==> config.mk <==
export PLATFORM = sky130hd
export DESIGN_NAME = mc_ctrl
export DESIGN_NICKNAME = d
export VERILOG_FILES = /design/src/rtl/mc_ctrl.sv
export SDC_FILE = /design/constraint.sdc
export NUM_CORES = 1
export LEC_CHECK = 0
export CORE_UTILIZATION = 37
export CTS_CLUSTER_DIAMETER = 30
export DETAILED_ROUTE_END_ITERATION = 10
export GPL_TIMING_DRIVEN = 1
export PLACE_DENSITY_LB_ADDON = 0.3
export SLEW_MARGIN = 20
export SYNTH_ARGS = -nofsm -noshare
export SYNTH_HDL_FRONTEND = slang
export SYNTH_SLANG_ARGS = --single-unit
==> constraint.sdc <==
create_clock -name clk -period 2.1 [get_ports clk]
set_input_delay 0.21 -clock clk [delete_from_list [all_inputs] [get_ports clk]]
set_output_delay 0.21 -clock clk [all_outputs]
set_load 0.1 [all_outputs]
==> src/rtl/mc_ctrl.sv <==
// mc_ctrl: multi-cycle control unit for a small MIPS-subset datapath.
//
// Sequences each instruction through FETCH / DECODE / EXE / MEM / WB / BR
// and drives the datapath enables and mux selects combinationally from the
// current state and the registered instruction fields.
//
// Ports
//   clk     in   sole clock, rising edge
//   reset   in   synchronous, active-high; forces FETCH, masks write enables
//   op      in   [5:0] instr[31:26] from the registered IR
//   func    in   [5:0] instr[5:0] from the registered IR
//   zero    in   ALU equality flag (A==B), used only in BR
//   PCWr    out  PC write enable
//   IRWr    out  IR write enable
//   RFWr    out  register file write enable
//   DMWr    out  data memory write enable
//   M3Sel   out  ALU B select: 0 rt data, 1 extender output
//   ExtOp   out  0 zero-extend, 1 sign-extend imm16
//   ALUOp   out  [2:0] 000 add, 001 sub, 010 or, 011 lui
//   RegDst  out  [1:0] 0 rt, 1 rd, 2 $31
//   WDSel   out  [1:0] 0 ALU, 1 DM, 2 PC
//   NPCOp   out  [1:0] 0 PC+4, 1 branch, 2 j, 3 jr
//   state   out  [2:0] current FSM state (debug)
//
// Handshake: none; the controller free-runs one state per clock and the
// datapath acts on every enable in the cycle it is asserted.
module mc_ctrl (
  input  logic       clk,
  input  logic       reset,
  input  logic [5:0] op,
  input  logic [5:0] func,
  input  logic       zero,
  output logic       PCWr,
  output logic       IRWr,
  output logic       RFWr,
  output logic       DMWr,
  output logic       M3Sel,
  output logic       ExtOp,
  output logic [2:0] ALUOp,
  output logic [1:0] RegDst,
  output logic [1:0] WDSel,
  output logic [1:0] NPCOp,
  output logic [2:0] state
);

  typedef enum logic [2:0] {
    S_FETCH  = 3'd0,
    S_DECODE = 3'd1,
    S_EXE    = 3'd2,
    S_MEM    = 3'd3,
    S_WB     = 3'd4,
    S_BR     = 3'd5
  } state_e;

  state_e state_q, state_d;

  // Instruction decode; anything unmatched is treated as a nop.
  logic is_r, is_addu, is_subu, is_jr, is_ori, is_lui, is_lw, is_sw;
  logic is_beq, is_j, is_jal, is_alu, is_mem;

  assign is_r    = (op == 6'b000000);
  assign is_addu = is_r && (func == 6'b100001);
  assign is_subu = is_r && (func == 6'b100011);
  assign is_jr   = is_r && (func == 6'b001000);
  assign is_ori  = (op == 6'b001101);
  assign is_lui  = (op == 6'b001111);
  assign is_lw   = (op == 6'b100011);
  assign is_sw   = (op == 6'b101011);
  assign is_beq  = (op == 6'b000100);
  assign is_j    = (op == 6'b000010);
  assign is_jal  = (op == 6'b000011);
  assign is_alu  = is_addu | is_subu | is_ori | is_lui;
  assign is_mem  = is_lw | is_sw;

  // ALU controls for the instruction; applied from EXE through WB so the
  // ALU result stays stable while MEM/WB consume it.
  logic [2:0] alu_op_c;
  logic       alu_m3_c, alu_ext_c;

  always_comb begin
    alu_op_c  = 3'b000;
    alu_m3_c  = 1'b0;
    alu_ext_c = 1'b0;
    if (is_subu) begin
      alu_op_c = 3'b001;
    end else if (is_ori) begin
      alu_op_c = 3'b010;
      alu_m3_c = 1'b1;
    end else if (is_lui) begin
      alu_op_c = 3'b011;
      alu_m3_c = 1'b1;
    end else if (is_mem) begin
      alu_m3_c  = 1'b1;
      alu_ext_c = 1'b1;
    end
  end

  always_comb begin
    state_d = S_FETCH;
    PCWr    = 1'b0;
    IRWr    = 1'b0;
    RFWr    = 1'b0;
    DMWr    = 1'b0;
    M3Sel   = 1'b0;
    ExtOp   = 1'b0;
    ALUOp   = 3'b000;
    RegDst  = 2'd0;
    WDSel   = 2'd0;
    NPCOp   = 2'd0;

    case (state_q)
      S_FETCH: begin
        IRWr    = 1'b1;
        PCWr    = 1'b1;
        state_d = S_DECODE;
      end
      S_DECODE: begin
        if (is_j) begin
          PCWr  = 1'b1;
          NPCOp = 2'd2;
        end else if (is_jal) begin
          PCWr   = 1'b1;
          NPCOp  = 2'd2;
          RFWr   = 1'b1;
          RegDst = 2'd2;
          WDSel  = 2'd2;
        end else if (is_jr) begin
          PCWr  = 1'b1;
          NPCOp = 2'd3;
        end else if (is_beq) begin
          state_d = S_BR;
        end else if (is_alu || is_mem) begin
          state_d = S_EXE;
        end
      end
      S_EXE: begin
        if (is_alu || is_mem) begin
          ALUOp = alu_op_c;
          M3Sel = alu_m3_c;
          ExtOp = alu_ext_c;
        end
        if (is_mem)      state_d = S_MEM;
        else if (is_alu) state_d = S_WB;
      end
      S_MEM: begin
        if (is_mem) begin
          ALUOp = alu_op_c;
          M3Sel = alu_m3_c;
          ExtOp = alu_ext_c;
          DMWr  = is_sw;
          if (is_lw) state_d = S_WB;
        end
      end
      S_WB: begin
        if (is_alu || is_lw) begin
          ALUOp  = alu_op_c;
          M3Sel  = alu_m3_c;
          ExtOp  = alu_ext_c;
          RFWr   = 1'b1;
          RegDst = (is_addu || is_subu) ? 2'd1 : 2'd0;
          WDSel  = is_lw ? 2'd1 : 2'd0;
        end
      end
      S_BR: begin
        ALUOp = 3'b001;
        ExtOp = 1'b1;
        NPCOp = 2'd1;
        PCWr  = zero;
      end
      default: begin
        // Unused codes 6/7: recover to FETCH with nothing asserted.
      end
    endcase

    // Reset masks every architectural write in the same cycle.
    if (reset) begin
      PCWr = 1'b0;
      IRWr = 1'b0;
      RFWr = 1'b0;
      DMWr = 1'b0;
    end
  end

  always_ff @(posedge clk) begin
    if (reset) state_q <= S_FETCH;
    else       state_q <= state_d;
  end

  assign state = state_q;

endmodule

* Word-level counts from Yosys, hierarchy flattened
Cells that the tools add are included.
Storage, ports and cells: flip-flop bits (word level) 3, input bits 15, output and inout port bits 18
Cells by class: equal/unequal tests 15, mux-type cells 59, bitwise gates (word level) 4, reductions and logical operators 8
Operator list (number):
- $mux 3 | 11
- $mux 1 | 30
- $eq 6x6->1 const B | 4
- $pmux 3 s4 | 2
- $eq 6x4->1 const B | 3
- $mux 2 | 9
- $eq 6x2->1 const B | 2
- $pmux 2 s2 | 3
- $eq 3x2->1 const B | 2
- $eq 3x3->1 const B | 2
- $eq 6x3->1 const B | 1
- $logic_not 6->1 | 1
- $pmux 1 s3 | 2
- $or 1x1->1 | 4
- $pmux 1 s4 | 1
- $eq 3x1->1 const B | 1
- $logic_and 1x1->1 | 3
- $logic_not 3->1 | 1
- $logic_or 1x1->1 | 3
- $pmux 1 s2 | 1

* Depth between registers and ports, before layout
word-level depth 12, gate-level depth with buffers 5

* Worst setup path after synthesis
No wires, ideal clock.
kind register to output, start register state_q[1], in the netlist state[1], end output port IRWr, arrival time 3914 ps, slack -2024 ps, stages on the path, launching flop included 3, buffers on the path 1, cells stage by stage dfxtp_1 -> clkbuf_8 -> nor4_1
On the way: cells in the longest elaborated chain, start to end 3
RTL lines:
- start, declared | RTL line 55 | state_e state_q, state_d;
- start signal, assigned | RTL line 186 | else state_q <= state_d;
- $logic_not 3->1 | RTL line 111 | case (state_q)
- $mux 1 | RTL line 111
- $mux 1 | RTL line 176 | if (reset) begin
- end, declared | RTL line 34 | output logic IRWr,
No other way between the ends.

* Worst setup path in the final report
start input port func[0], end output port PCWr
On the way: cells in the longest elaborated chain, start to end 7
RTL lines:
- start, declared | RTL line 31 | input logic [5:0] func,
- $eq 6x4->1 | RTL line 64 | assign is_jr = is_r && (func == 6'b001000);
- $logic_and 1x1->1 | RTL line 64
- $mux 1 | RTL line 127 | end else if (is_jr) begin
- $mux 1 | RTL line 121 | end else if (is_jal) begin
- $mux 1 | RTL line 118 | if (is_j) begin
- $pmux 1 s3 | RTL line 111
- $mux 1 | RTL line 176
- end, declared | RTL line 33 | output logic PCWr,
No other way between the ends.

==> impl_metrics.json <==
{
  "status": "complete, but fails checks",
  "violations": "negative setup slack",
  "dpl.hpwl_um": 1830,
  "whs_ns": 0.582,
  "drv_cap": 0,
  "layout_min_cycle_time_ns": 2.10,
  "die_w_um": 41.5,
  "synth.ff_latch_count": 3,
  "drc": 0,
  "slowest_stage": "or4b_4",
  "port_buffers": 31,
  "fin_nets": 140,
  "cp-start-kind": "input port",
  "ys.flop_type": "dfxtp_1",
  "cts_buffers": 3,
  "path_cells": "dlygate4sd2_1, or4b_4, nor3_4, nor3b_2, o41ai_4, buf_12",
  "die_y_um": 41.5,
  "hold_depth": 4,
  "p_switching_w": 0.000214,
  "crit_arrival_ns": 1.89,
  "fmax_mhz": 476,
  "syn2layout_area_growth_pct": 127,
  "tritoncts": "built",
  "hold_violations": 0,
  "coreArea_um2": 1380,
  "first_global_vias": 915,
  "die-area_um2": 1720,
  "vias": 973,
  "start_util_pct": 41.8,
  "power_per_cell_area_nw_per_um2": 328,
  "clockBufferDepth": 2,
  "p_int_w": 0.000217,
  "place_congestion": 0.798,
  "grt_max_degree": 15,
  "clock_sinks": 3,
  "dr.first_iter.drc_count": 64,
  "fin_worst_skew_ns": 0.00659,
  "drt-total-wl_um": 3710,
  "drt_pass1_iterations": 4,
  "insertion_delay_ns": 0.25,
  "synth_area_per_cell_um2": 7.71,
  "design_area_um2": 1320,
  "synth.area.top_cells": "dfxtp_1 10%, nor2_1 6.5%, nor3_4 5.6%, nor3_1 5.2%, clkbuf_8 4.8%",
  "p_sw_share_pct": 49.6,
  "async_flop_share_pct": 0,
  "mappedNetlistNets": 90,
  "timing_worst_setup_path_type": "in2out",
  "finalSetupTns_ns": -0.00294,
  "final_common_cell": "buf_4",
  "worstHoldStart": "op[3]",
  "vdd_ir_drop_max_mv": 0.263,
  "crit_path_end_kind": "output port",
  "yosysTopAreaCell": "dfxtp_1",
  "avgViaCountPerCell": 7.00,
  "yosys_warnings": 0,
  "row_count": 13,
  "reg2reg_slack_ns": 0.83,
  "crit_fanout": 2,
  "hold_end": "state[2]$_SDFF_PP0_",
  "hold_path_class": "in2reg",
  "power_leakage_nw": 0.555,
  "htreeDepth": 1,
  "diodes": 0,
  "synth_edf_count": 0,
  "seqPwrFrac_pct": 17.9,
  "setup_slack_ns": -0.00294,
  "rr_worst_depth": 3,
  "synthDistinctLibCells": 41,
  "netlist_instances": 75,
  "placed_area_um2": 1240,
  "drtAntennaViolNets": 0,
  "total_power_w": 0.000431,
  "pwr-share-clk_pct": 26.4,
  "drv_slew": 0,
  "dp.cells": 131,
  "netlist_area_um2": 578,
  "r2r_end": "state[1]$_SDFF_PP0_",
  "largest_reg_flops": 3,
  "clock-root-buffer": "clkbuf_4",
  "finalCritPeriodShare_pct": 100,
  "synth_top_area_share_pct": 10.4,
  "fin_cells": 139,
  "required_ns": 1.89,
  "yosysSeqAreaShare_pct": 10.4,
  "wire_per_inst_um": 26.7,
  "ioPinCount": 33,
  "antenna_found_initial": 0,
  "grt_pass1_wl_um": 4670,
  "r2r-start": "state[1]$_SDFF_PP0_",
  "grtUsageTotal_pct": 36.1,
  "cp_slowest_stage_delay_ns": 0.57,
  "final_cell_mix": "20 x buf_4, 15 x buf_12, 9 x nor2_1",
  "drive_gt1_share_pct": 62.1,
  "cts.clk_slew.worst_paths_ns": 0.04,
  "overflow": 0,
  "setup_viol": 1,
  "p_comb_share_pct": 55.7
}
-- power by group through the flow --
stage	Clock, W	Combinational (W)	Sequential (W)
finish	0.000114	0.000240	0.0000769
global placement	0	0.000223	0.0000743
detailed placement	0	0.000229	0.0000751
global route	0.000119	0.000246	0.0000772
CTS	0.000104	0.000226	0.0000746
floorplan	0	0.000121	0.0000891
-- cells by family (layout without fill, tap and decap cells) --
| logic type | Yosys count | in the layout | share of synthesized area [%] |
|---|---|---|---|
| compound gates | 19 | 19 | 28.6 |
| buf+inv | 9 | 58 | 11.9 |
| flops | 3 | 3 | 10.4 |
| other cells | 1 | 1 | 0.649 |
| simple gates | 43 | 43 | 48.5 |
-- worst max-delay path by stage --
| stage | startpoint | slack [ns] | to | depth (start not counted) |
|---|---|---|---|---|
| after floorplan | op[5] | -0.33 | PCWr | 4 |
| after global placement | op[0] | -0.31 | ALUOp[0] | 6 |
| after detailed placement | op[0] | -0.33 | ALUOp[0] | 6 |
| after CTS | op[2] | 0.002 | ExtOp | 6 |
| after global routing | func[0] | -0.05 | PCWr | 6 |
| final | func[0] | -0.003 | PCWr | 6 |
-- final cells by class --
type,instances,area [um2]
timing repair buffer,51,578
fill,38,67.6
inverter,3,11.3
sequential,3,71.3
clock buffer,4,26.3
tap,15,18.8
multi-input combinational,63,609
-- repair_timing --
item,4_1_cts,5_1_grt
endpoints found under the hold margin,0,0
hold buffers,0,0
pin swaps,10,8
setup endpoints to repair,9,5
resized for setup,32,7
buffers inserted,1,3
-- critical path: cells and delay by family --
| kind | cells | cell delay (ns) |
|---|---|---|
| buf+inv | 2 | 0.50 |
| simple gates | 3 | 0.87 |
| compound gates | 1 | 0.29 |
-- synth_stat cells (2+ instances only) --
| cell type | count |
|---|---|
| nor2_1 | 10 |
| nor3_1 | 6 |
| a21oi_1 | 4 |
| nand3_1 | 4 |
| dfxtp_1 | 3 |
| inv_1 | 3 |
| nand3b_1 | 3 |
| and2_1 | 2 |
| buf_4 | 2 |
| clkbuf_8 | 2 |
| nand2b_1 | 2 |
| nor3_4 | 2 |
| nor4_1 | 2 |
| o21a_1 | 2 |
| or4_4 | 2 |
-- metrics by stage --
step	setup slack, ns	util (%)
CTS	0.00167	93.2
floorplan	-0.328	-
global placement	-0.315	89.6
finish	-0.00294	95.1
detailed placement	-0.325	89.6
global route	-0.0526	95.1
-- layer usage --
| layer | track usage (%) | vias up | routed length [um] |
|---|---|---|---|
| met2 | 63.1 | 111 | 1730 |
| met3 | 10.9 | 38 | 379 |
| li1 | - | 380 | - |
| met5 | 0 | - | 0 |
| met1 | 37.1 | 444 | 1260 |
| met4 | 22.6 | 0 | 348 |
No activity file was read; power rests on OpenSTA's default activity.
